**config.mk**
```make
export PLATFORM = sky130hd
export DESIGN_NAME = pipeline_sequence_controller
export DESIGN_NICKNAME = d
export VERILOG_FILES = /design/src/rtl/pipeline_ctrl_pkg.sv /design/src/rtl/seq_step_counter.sv /design/src/rtl/pipeline_sequence_controller.sv
export SDC_FILE = /design/constraint.sdc
export NUM_CORES = 1
export LEC_CHECK = 0
export BUFFER_PORTS_ARGS = -buffer_cell sky130_fd_sc_hd__buf_2
export CAP_MARGIN = 0
export CORE_MARGIN = 5
export CORE_UTILIZATION = 35
export DETAILED_ROUTE_END_ITERATION = 7
export PLACE_DENSITY_LB_ADDON = 0.08
export SYNTH_ARGS = -nofsm -noshare
export SYNTH_HDL_FRONTEND = slang
export SYNTH_SLANG_ARGS = --single-unit
```
**constraint.sdc**
```tcl
create_clock -name clk -period 3.1 [get_ports clk]
set_clock_uncertainty 0.2 [all_clocks]
set_input_delay 0.31 -clock clk [delete_from_list [all_inputs] [get_ports clk]]
set_output_delay 0.31 -clock clk [all_outputs]
set_load 0.005 [all_outputs]
```
**src/rtl/pipeline_ctrl_pkg.sv**
```systemverilog
// Shared encodings for the pipeline stall/flush sequencer: FSM states, PC-source
// selections and a counter-width helper.
package pipeline_ctrl_pkg;

  typedef enum logic [1:0] {
    ST_RUN   = 2'd0,
    ST_PUSH  = 2'd1,
    ST_POP   = 2'd2,
    ST_FLUSH = 2'd3
  } seq_state_e;

  localparam logic [1:0] PC_SRC_NEXT   = 2'b00;
  localparam logic [1:0] PC_SRC_STACK  = 2'b01;
  localparam logic [1:0] PC_SRC_VECTOR = 2'b10;

  // A one-step counter still needs a 1-bit register.
  function automatic int cnt_width(input int limit);
    return (limit > 1) ? $clog2(limit) : 1;
  endfunction

endpackage

```
**src/rtl/seq_step_counter.sv**
```systemverilog
// Wrap counter 0..LIMIT-1 with synchronous clear and enable; last_o flags the final step
// so the sequencer can leave its state exactly when the counter wraps back to 0.
module seq_step_counter
  import pipeline_ctrl_pkg::*;
#(
  parameter  int LIMIT = 2,
  localparam int W     = cnt_width(LIMIT)
) (
  input  logic         clk,
  input  logic         rst,
  input  logic         clr_i,
  input  logic         en_i,
  output logic [W-1:0] count_o,
  output logic         last_o
);

  logic [W-1:0] count_q, count_d;

  assign last_o  = (count_q == W'(LIMIT - 1));
  assign count_o = count_q;

  always_comb begin
    count_d = count_q;
    if (en_i) count_d = last_o ? '0 : count_q + W'(1);
  end

  // NOTE: state registers use non-blocking assignment so every flop samples pre-edge values.
  always_ff @(posedge clk) begin
    if (rst || clr_i) count_q <= '0;
    else              count_q <= count_d;
  end

endmodule

```
**src/rtl/pipeline_sequence_controller.sv**
```systemverilog
// Central stall/flush sequencer: load-use stalls, CALL/interrupt PC push, RET/RTI PC pop
// through the narrow data memory, and the flush window after every PC redirect.
module pipeline_sequence_controller
  import pipeline_ctrl_pkg::*;
#(
  parameter int PC_WIDTH    = 32,
  parameter int MEM_WORD    = 16,
  parameter int FLUSH_DEPTH = 2
) (
  input  logic       clk,
  input  logic       rst,
  input  logic       hazard_load,
  input  logic       mem_call,
  input  logic       mem_ret,
  input  logic       mem_rti,
  input  logic       int_req,
  output logic       freeze_pc,
  output logic       freeze_ifid,
  output logic       bubble_idex,
  output logic       flush_ifid,
  output logic       flush_idex,
  output logic [1:0] pc_src,
  output logic       stack_active,
  output logic       stack_pop,
  output logic       stack_word,
  output logic       restore_flags,
  output logic       int_ack
);

  localparam int NWORDS = PC_WIDTH / MEM_WORD;
  localparam int WCW    = cnt_width(NWORDS);
  localparam int FCW    = cnt_width(FLUSH_DEPTH);

  seq_state_e     state_q, state_d;
  logic           is_int_q, is_int_d;
  logic           is_rti_q, is_rti_d;
  logic           int_pending_q, int_pending_d;
  logic           accept;
  logic           in_stack, in_flush;
  logic [WCW-1:0] wcnt;
  logic [FCW-1:0] fcnt;
  logic           w_last, f_last;

  assign in_stack = (state_q == ST_PUSH) || (state_q == ST_POP);
  assign in_flush = (state_q == ST_FLUSH);

  seq_step_counter #(.LIMIT(NWORDS)) u_wcnt (
    .clk(clk), .rst(rst), .clr_i(!in_stack), .en_i(in_stack),
    .count_o(wcnt), .last_o(w_last)
  );

  seq_step_counter #(.LIMIT(FLUSH_DEPTH)) u_fcnt (
    .clk(clk), .rst(rst), .clr_i(!in_flush), .en_i(in_flush),
    .count_o(fcnt), .last_o(f_last)
  );

  always_comb begin
    // NOTE: every always_comb output gets a default first so no path can infer a latch.
    state_d       = state_q;
    is_int_d      = is_int_q;
    is_rti_d      = is_rti_q;
    accept        = 1'b0;
    freeze_pc     = 1'b0;
    freeze_ifid   = 1'b0;
    bubble_idex   = 1'b0;
    flush_ifid    = 1'b0;
    flush_idex    = 1'b0;
    pc_src        = PC_SRC_NEXT;
    stack_active  = 1'b0;
    stack_pop     = 1'b0;
    stack_word    = 1'b0;
    restore_flags = 1'b0;
    int_ack       = 1'b0;

    // Outputs are gated during reset so a sequence caught mid-flight drives nothing.
    if (!rst) begin
      unique case (state_q)
        ST_RUN: begin
          if (mem_ret || mem_call || int_pending_q || hazard_load) begin
            freeze_pc   = 1'b1;
            freeze_ifid = 1'b1;
            bubble_idex = 1'b1;
          end
          if (mem_ret) begin
            state_d  = ST_POP;
            is_rti_d = mem_rti;
          end else if (mem_call) begin
            state_d  = ST_PUSH;
            is_int_d = 1'b0;
          end else if (int_pending_q) begin
            state_d  = ST_PUSH;
            is_int_d = 1'b1;
            int_ack  = 1'b1;
            accept   = 1'b1;
          end
        end
        ST_PUSH: begin
          stack_active = 1'b1;
          stack_word   = wcnt[0];
          freeze_pc    = 1'b1;
          freeze_ifid  = 1'b1;
          bubble_idex  = 1'b1;
          if (w_last) begin
            if (is_int_q) begin
              freeze_pc = 1'b0;
              pc_src    = PC_SRC_VECTOR;
              state_d   = ST_FLUSH;
            end else begin
              state_d   = ST_RUN;
            end
          end
        end
        ST_POP: begin
          stack_active = 1'b1;
          stack_pop    = 1'b1;
          stack_word   = wcnt[0];
          freeze_ifid  = 1'b1;
          bubble_idex  = 1'b1;
          freeze_pc    = !w_last;
          if (w_last) begin
            pc_src        = PC_SRC_STACK;
            restore_flags = is_rti_q;
            state_d       = ST_FLUSH;
          end
        end
        ST_FLUSH: begin
          flush_ifid = 1'b1;
          flush_idex = 1'b1;
          if (f_last) state_d = ST_RUN;
        end
        default: state_d = ST_RUN;
      endcase
    end

    int_pending_d = accept ? 1'b0 : (int_pending_q | int_req);
  end

  always_ff @(posedge clk) begin
    if (rst) begin
      state_q       <= ST_RUN;
      is_int_q      <= 1'b0;
      is_rti_q      <= 1'b0;
      int_pending_q <= 1'b0;
    end else begin
      state_q       <= state_d;
      is_int_q      <= is_int_d;
      is_rti_q      <= is_rti_d;
      int_pending_q <= int_pending_d;
    end
  end

  a_call_ret_exclusive: assert property (@(posedge clk) disable iff (rst)
    !(mem_call && mem_ret));
  a_call_ret_only_in_run: assert property (@(posedge clk) disable iff (rst)
    (state_q != ST_RUN) |-> !(mem_call || mem_ret));
  a_wcnt_in_range: assert property (@(posedge clk) disable iff (rst)
    wcnt <= WCW'(NWORDS - 1));
  a_fcnt_in_range: assert property (@(posedge clk) disable iff (rst)
    fcnt <= FCW'(FLUSH_DEPTH - 1));

endmodule
```
==> results of run 1 <==
## path summary, 6_finish.rpt
path | start | endpoint | cells past startpoint
setup / recovery | state_q[0] | int_ack | 6
hold / removal | mem_call | is_int_q | 2
setup reg to reg | state_q[0] | state_q[1] | 5
hold reg to reg | is_rti_q | is_rti_q | 2
## flip-flops by register name, indices dropped and copies added (netlist names)
| signal | flops |
|---|---|
| state_q | 2 |
| int_pending_q | 1 |
| u_wcnt.count_o | 1 |
| is_rti_q | 1 |
| u_fcnt.count_o | 1 |
| is_int_q | 1 |
## cell usage after synthesis, drive strengths merged (2+ instances only)
master and number:
ha 5, a211oi 4, dfxtp 7, nand2b 2, buf 2, a21oi 2
inv 4, and2 2, nand3 2, nor2b 6, and3 4, nor3 2
nand2 2, nor2 2
## cell families after synthesis
group / Yosys count
AOI/OAI and AO/OA: 11
adders and majority gates: 5
buffers and inverters: 7
DFF: 7
muxes: 1
and+or+nand+nor: 24
## power by group through the flow
stage                     Clock, mW  Combinational, mW  Sequential (mW)
final                        0.0804              0.258            0.145
after CTS                    0.0829              0.260            0.145
after global placement            0              0.262            0.146
after global routing         0.0917              0.288            0.150
after floorplan                   0              0.200            0.138
after detailed placement          0              0.258            0.147
## layout by cell type, fill, tap and decap left out
cell type,synthesis,routed
a211oi_1,4,4
ha_1,5,5
and2_1,2,2
clkbuf_1,1,1
clkbuf_4,0,3
nand2_1,2,2
mux2_4,1,1
a31oi_1,1,1
nor3_2,1,1
o2bb2ai_1,1,1
and3_1,4,4
buf_2,0,18
o221a_1,1,1
nand3_1,2,2
inv_1,4,4
nand2b_1,2,2
o41ai_1,1,1
dfxtp_1,7,7
o21ba_2,1,1
nor2_1,2,2
nor2b_1,6,6
nor4b_2,1,1
nand4bb_1,1,1
a21oi_1,2,2
nor3_1,1,1
## through the flow
step,cells,area (sq um),worst slack [ns]
after floorplan,55,490,1.31
after global placement,85,581,1.13
after detailed placement,85,581,1.14
after CTS,89,607,0.865
after global routing,89,607,0.732
final,89,607,0.865
## worst register-to-register path: stages (launching register included)
cell	delay, ns
dfxtp_1	0.45
inv_1	0.10
ha_1	0.23
o21ba_2	0.22
nor3_2	0.22
mux2_4	0.32
## final cells by class
cell class / instances / area, sq um / area share [%]
clock buffers: 4 / 26.3 / 4.33
inverters: 4 / 15.0 / 2.47
multi-input cells: 41 / 317 / 52.2
flip-flops and latches: 7 / 140 / 23.1
well taps: 15 / 18.8 / 3.09
repair buffers: 18 / 90.1 / 14.8
## layer usage
layer / GRT usage (%) / up-vias / wire [um]
met1: 13.8 / 215 / 524
met3: 3.38 / 2 / 71
met5: 0 / - / 0
met2: 16.8 / 16 / 483
met4: 8.29 / 0 / 15
li1: - / 234 / -
==> out/results.txt, run 1 <==
Largest net degree at the start of global routing: 13
Gpl congestion: 0.655
DR iter-0 viols: 4
Reg2Reg Setup Slack: 1.25 ns
Status: finished clean
Worst vdd ir: 0.297 mV
Final hold vios: 0
Share of cells above drive strength 1: 33.8%
Multiplexer share of the synthesized area: 3.06%
Switching pwr: 0.187 mW
Simple-Gate Fraction of Synth Area: 31.4%
WL/cell: 12.3 um
Clock Tree Root: clkbuf_4
Worst Setup End Kind: primary output
Register area share after synthesis: 28.6%
Cells after synthesis: 55
WP buf/inv: 2
Routed vias: 467
Part of the cycle the worst path needs: 72.1%
H-tree depth: 1
Nets@finish: 87
Die Wd: 47.4 um
Die area: 2250 sq um
Largest area contributor in the netlist: dfxtp_1
RSZ-0062 raised after global routing: no
WP data required: 2.59 ns
DRT Wirelength: 1.10 mm
Sink Count: 7
Comb power frac: 53.4%
Worst hold slack: 0.116 ns
Total Power: 0.483 mW
CTS buffer count: 3
Synth top area cells: dfxtp_1, ha_1, nor2b_1
Post-synthesis xor/xnor area fraction: 0%
Postcts setup bufs: 0
Max Slew Vio Count: 0
Syn. warnings: 0
Top Ports: 19
CORE AREA: 1320 sq um
Setup TNS: 0 ns
DRT Pass-1 Iters: 4
Worst-Skew Late Latency: 0.25 ns
Main combinational cell family by area after synthesis: simple AND/OR/NAND/NOR gates
Final setup violation count: 0
CTS tree: done
Fin util: 46.1%
EDFF count, synth: 0
Rel. slew slack: 65.6%
Clock share of power: 16.6%
IO buf count: 18
Period minus WS final: 2.24 ns
Final ANT Viol Nets: 0
Vias/cell: 5.25
CP max FO: 7
Vias in the first global route: 435
Fmax: 447 MHz
Area grow syn2layout: 23.7%
Filler Cells Inserted: 147
Syn Area/Cell: 8.92 sq um
Synth Area in Adders: 12.8%
Crit path arrival time: 1.73 ns
Post-DP HPWL: 856 um
CTS clock-pin slew for the worst setup and hold paths: 0.05 ns
Predominant post-synthesis flop cell: dfxtp_1
GRT overflow: 0
Hold Buf Count CTS: 0
Sw frac: 38.6%
Max-cap violation count: 0
All-Layer GR Usage: 11.4%
Cts repair resizes: 0
Initial antenna violation count: 0
Cell internal pwr: 0.297 mW
Die height: 47.4 um
Pwr Density: 796 nW/um^2
Distinct cell type count after synthesis: 24
Leak Pwr: 0.306 nW
Synth Cell Area: 490 sq um
Crit-path cells: inv_1, ha_1, nor2b_1, nor2b_1, and3_1, buf_2
Startpoint Class: register
Ys async rst share: 0%
Area share of the largest cell type after synthesis: 28.6%
Std-Cell Rows: 13
Initial Utilization: 37.2%
Most used cell, CP: nor2b_1
Register bit total from synthesis: 7
Family with the most delay on the worst path: simple AND/OR/NAND/NOR gates
CP max stage delay: 0.37 ns
Min-Delay Path Class: input pin to register
Syn nets: 67
Worst slew pin tran: 0.509 ns
Crit path kind: register to primary output
Max Root-Sink Buffers: 2
Compound-gate portion of the synthesized area: 17.3%
Antenna diodes: 0
Global-route wire length before repair: 1.75 mm
Slowest cell on the critical path: dfxtp_1
DRC Markers: 0
Seq pwr share: 30.0%
No activity file was read; power rests on OpenSTA's default activity.
==> run 2: changes to the inputs <==
- ABC_AREA: unset -> 1
- clock period: 3.1 -> 1.9 ns (I/O delays scaled with it)
==> run 2 against run 1 <==
Count of clock-buffer cells in the layout stayed put. Synthesized cell count increased by 36%. Worst hold slack worse by 0.11 ns. Power rose by 78%. Highest routed layer unchanged. Cell area increased by 13%. Flip-flop and latch count did not move. Critical path depth shrank 1.
==> out/results.txt, run 2 <==
Pwr Density: 1260 nW/um^2
Share of cells above drive strength 1: 42.3%
Area share of the largest cell type after synthesis: 26.6%
Cell internal pwr: 0.481 mW
EDFF count, synth: 0
Ys async rst share: 0%
Cell area after layout: 684 sq um
Worst-Skew Late Latency: 0.25 ns
Cells after synthesis: 75
Most frequent cells after synthesis: nand2_1, nor2_1, inv_1
Largest net degree at the start of global routing: 10
Switching pwr: 0.378 mW
Leak Pwr: 0.342 nW
Syn. warnings: 0
Filler Cells Inserted: 166
Routed vias: 519
Largest area contributor in the netlist: dfxtp_1
Final hold vios: 0
Max Slew Vio Count: 0
Die Wd: 48.8 um
Global-route wire length before repair: 2.04 mm
Register area share after synthesis: 26.6%
GRT overflow: 0
Post-DP Area: 611 sq um
Initial Utilization: 35.8%
Most instantiated library cell after synthesis: nand2_1
Largest Register: state_q
Final setup violation count: 0
Fin util: 46.5%
CTS clock-pin slew for the worst setup and hold paths: 0.06 ns
RSZ-0062 raised after global routing: yes
Family with the most delay on the worst path: flip-flops
H-tree depth: 1
Fmax: 548 MHz
Gpl congestion: 0.737
CTS buffer count: 3
IO buf count: 18
Seq pwr share: 25.0%
Final ANT Viol Nets: 0
CORE AREA: 1470 sq um
Vias in the first global route: 508
Die height: 48.8 um
All-Layer GR Usage: 10.9%
Worst slew pin tran: 0.201 ns
Worst vdd ir: 0.609 mV
Std-Cell Rows: 14
Max Root-Sink Buffers: 2
Worst r2r src: state_q[0]
Vias/cell: 4.59
Most frequent cells in the layout: buf_2, nand2_1, nor2_1, inv_1
Max reg flops: 2
Rel. slew slack: 86.6%
DRT Wirelength: 1.18 mm
CTS tree: done
DRC Markers: 0
Synth top area cells: dfxtp_1, ha_1, nand2_1
Sink Count: 7
Syn Area/Cell: 7.02 sq um
Part of the cycle the worst path needs: 96.0%
DRT Pass-1 Iters: 3
Syn nets: 87
Crit-path cells: buf_4, ha_1, or2_1, a21oi_1, buf_2
Slowest cell on the critical path: dfxtp_4
Status: finished clean
Distinct cell type count after synthesis: 20
CP max stage delay: 0.35 ns
Die area: 2380 sq um
Total Power: 0.859 mW
Top Ports: 19
Register bit total from synthesis: 7
WL/cell: 10.4 um
Predominant post-synthesis flop cell: dfxtp_1
WP buf/inv: 2
Synth Cell Area: 527 sq um
Comb power frac: 58.7%
Area grow syn2layout: 29.9%
Clock Tree Root: clkbuf_4
Antenna diodes: 0
Min-Delay Path Class: input pin to register
Period minus WS final: 1.82 ns
Nets@finish: 110
CP max FO: 5
Most common cell after layout, fill and taps aside: buf_2
Crit path kind: register to primary output
WP data required: 1.51 ns
Setup crit start: state_q[0]
Worst Setup End Kind: primary output
DR iter-0 viols: 5
Sw frac: 44.0%
Setup TNS: 0 ns
Startpoint Class: register
Post-DP HPWL: 887 um
Max-cap violation count: 0
Crit path arrival time: 1.43 ns
Hold path start: int_req
Initial antenna violation count: 0
Clock share of power: 16.3%
-- run 2: cell types whose count changed in the layout (fill, tap and decap cells not counted), sizes merged, moves of 3 or more --
| cell | delta |
|---|---|
| a211oi | -4 |
| and3 | -3 |
| inv | +9 |
| nand2 | +14 |
| nor2 | +15 |
| nor2b | -6 |
-- run 2: worst reg2reg max path: stages, from the launching register on --
cell and delay [ns]:
dfxtp_4 0.35, buf_4 0.15, ha_1 0.26, o21ai_4 0.18, nand3_2 0.12, nor2_1 0.13
nor2_2 0.05
-- run 2: cell families after synthesis --
kind of cell	count (synthesis)	share of synthesized area (%)
flip-flops	7	26.6
AND/OR/NAND/NOR	38	35.4
buffers and inverters	16	14.3
AO/OA/AOI/OAI	9	11.9
adder cells (fa/ha/maj)	5	11.9
-- run 2: area by class of cell --
cell class	instances	area (sq um)	share of cell area, %
Timing Repair Buffer	21	115	16.8
Clock buffer	4	26.3	3.84
Sequential cell	7	145	21.2
Multi-Input combinational cell	52	327	47.7
Tap cell	16	20.0	2.93
Inverter	13	51.3	7.50
-- run 2: through the flow --
| step | setup slack [ns] | hold slack (ns) | instances |
|---|---|---|---|
| 2_1_floorplan | 0.311 | 0.140 | 75 |
| 3_3_place_gp | 0.201 | 0.238 | 106 |
| 6_report | 0.0752 | 0.0105 | 113 |
| 4_1_cts | 0.0288 | 0.00921 | 113 |
| 5_1_grt | -0.0136 | 0.0252 | 113 |
| 3_5_place_dp | 0.175 | 0.228 | 106 |
-- run 2: timing repair --
action	4_1_cts	5_1_grt
pin swaps	0	1
endpoints found under the setup margin	2	3
hold endpoints to repair	1	0
hold buffers	1	0
resized for setup	3	7
setup buffers	2	0
-- run 2: worst paths after layout --
path	endpoint	cells after the start	slack (ns)
setup / recovery	freeze_ifid	5	0.08
hold / removal	int_pending_q	3	0.01
setup reg to reg	state_q[0]	6	0.34
hold reg to reg	u_wcnt.count_o	1	0.24
-- run 2: power groups by stage --
stage | Clock, mW | Combinational [mW] | Sequential (mW)
after floorplan | 0 | 0.342 | 0.210
after CTS | 0.144 | 0.465 | 0.207
final | 0.140 | 0.504 | 0.215
after detailed placement | 0 | 0.421 | 0.219
after global routing | 0.159 | 0.572 | 0.218
after global placement | 0 | 0.433 | 0.219
-- run 2: per-layer routing --
metal / track usage, % / vias up / part of all wire, %
met4: 6.73 / 0 / 1.4
met1: 11.9 / 239 / 44
li1: - / 271 / -
met3: 4.89 / 2 / 6.2
met5: 0 / - / 0
met2: 17.0 / 7 / 48
==> run 3: changes to the inputs <==
- clock period: 1.9 -> 1.6 ns (I/O delays scaled with it)
==> run 3 against run 2 <==
The flow now finishes with violations (negative setup slack). Critical path depth is the same. Sequential share of layout area is 3.9 points lower. Via count grew 7.5%. Worst hold slack gained 0.0031 ns. Critical path type unchanged. Setup slack worse by 0.27 ns. Non-clock buffer count grew 14. Count of clock-buffer cells in the layout is the same. Largest cell class unchanged. Power increased by 49%. Register-to-register slack got worse by 0.23 ns. Core utilization grew 9.4 points. Highest routed layer unchanged. Wire length is 11% higher.
==> out/results.txt, run 3 (synthesized netlist as in run 2, its figures left out) <==
Status: finished with violations
Failing checks: negative setup slack
CTS tree: done
Final hold vios: 0
IO buf count: 18
Antenna diodes: 0
Worst-Skew Late Latency: 0.26 ns
Part of the cycle the worst path needs: 112%
Worst slew pin tran: 0.208 ns
H-tree depth: 1
DRT Pass-1 Iters: 3
WL/cell: 10.3 um
DR iter-0 viols: 6
CTS clock-pin slew for the worst setup and hold paths: 0.05 ns
Initial Utilization: 35.8%
Crit path arrival time: 1.44 ns
Vias/cell: 4.39
Clock Tree Root: clkbuf_4
Global-route wire length before repair: 2.11 mm
Post-DP HPWL: 895 um
Initial antenna violation count: 0
Gpl congestion: 0.824
Largest Register: state_q
Worst vdd ir: 0.726 mV
Max Slew Vio Count: 0
Rel. slew slack: 86.1%
CTS buffer count: 3
Crit path kind: register to primary output
Setup TNS: -1.08 ns
Max reg flops: 2
All-Layer GR Usage: 10.9%
Post-DP Area: 626 sq um
Die Wd: 48.8 um
Std-Cell Rows: 14
Worst Setup End Kind: primary output
Fmax: 556 MHz
Share of cells above drive strength 1: 54.1%
Routed vias: 558
DRC Markers: 0
Final ANT Viol Nets: 0
Startpoint Class: register
Largest net degree at the start of global routing: 10
RSZ-0062 raised after global routing: yes
GRT overflow: 0
Pre-CTS WS: 0.0505 ns
WP data required: 1.24 ns
Die area: 2380 sq um
Vias in the first global route: 496
Die height: 48.8 um
Area grow syn2layout: 56.3%
Min-Delay Path Class: input pin to register
Max-cap violation count: 0
Sink Count: 7
Most frequent cells in the layout: buf_2, nand2_1, buf_4, nor2_1, inv_1
Cell area after layout: 823 sq um
Pwr Density: 1550 nW/um^2
Final setup violation count: 8
CORE AREA: 1470 sq um
Setup ws final: -0.198 ns
Leak Pwr: 0.406 nW
Period minus WS final: 1.80 ns
Top Ports: 19
Max Root-Sink Buffers: 2
Most common cell after layout, fill and taps aside: buf_2
CP max FO: 5
Nets@finish: 124
DRT Wirelength: 1.31 mm
-- run 3: changes by cell type in the layout (fill, tap and decap cells not counted), moves of 2 or more --
cell / change
nor2_2: +2
ha_1: -2
dlygate4sd3_1: +2
buf_4: +12
nor2_1: -2
inv_4: +2
-- run 3: final cells by class --
| type | instances | area [sq um] |
|---|---|---|
| clock buffers | 4 | 26.3 |
| fillers | 148 | 648 |
| inverters | 13 | 56.3 |
| multi-input cells | 52 | 353 |
| flip-flops and latches | 7 | 143 |
| well taps | 16 | 20.0 |
| repair buffers | 35 | 225 |
-- run 3: worst paths after layout --
| path | startpoint | depth (start not counted) | slack (ns) | endpoint |
|---|---|---|---|---|
| worst max register to register | state_q[0] | 6 | 0.11 | state_q[1] |
| worst min-delay path | rst | 2 | 0.01 | u_fcnt.count_o |
| worst min register to register | u_wcnt.count_o | 1 | 0.25 | u_wcnt.count_o |
| worst max-delay path | state_q[0] | 5 | -0.20 | freeze_pc |
-- run 3: timing repair --
item,in CTS,in global routing
resized for setup,10,9
setup buffers,3,9
pin swaps,0,6
setup endpoints to repair,9,11
hold endpoints to repair,3,0
hold buffers,3,0
-- run 3: power by group --
group	switching, mW	internal [mW]
clock	0.0755	0.0958
sequential	0.0300	0.220
combinational	0.423	0.432
total	0.529	0.748
-- run 3: metrics by stage --
| stage | power, mW | cells | hold WS [ns] | util [%] |
|---|---|---|---|---|
| global placement | 0.798 | 108 | 0.226 | 42.5 |
| floorplan | 0.656 | 75 | 0.110 | - |
| global route | 1.39 | 127 | 0.00836 | 56.0 |
| CTS | 1.11 | 118 | 0.0164 | 49.5 |
| detailed placement | 0.790 | 108 | 0.230 | 42.5 |
| finish | 1.28 | 127 | 0.0136 | 56.0 |
-- run 3: worst max-delay path, stage by stage, from the launching register on --
cell	delay (ns)
dfxtp_2	0.33
buf_4	0.15
ha_1	0.18
or2_1	0.25
a31oi_1	0.14
buf_2	0.13
-- run 3: routing by layer --
metal	part of all wire [%]	global-route usage (%)
met2	49	16.7
met5	0	0
met4	1.5	4.04
met1	44	13.5
met3	5.1	4.59
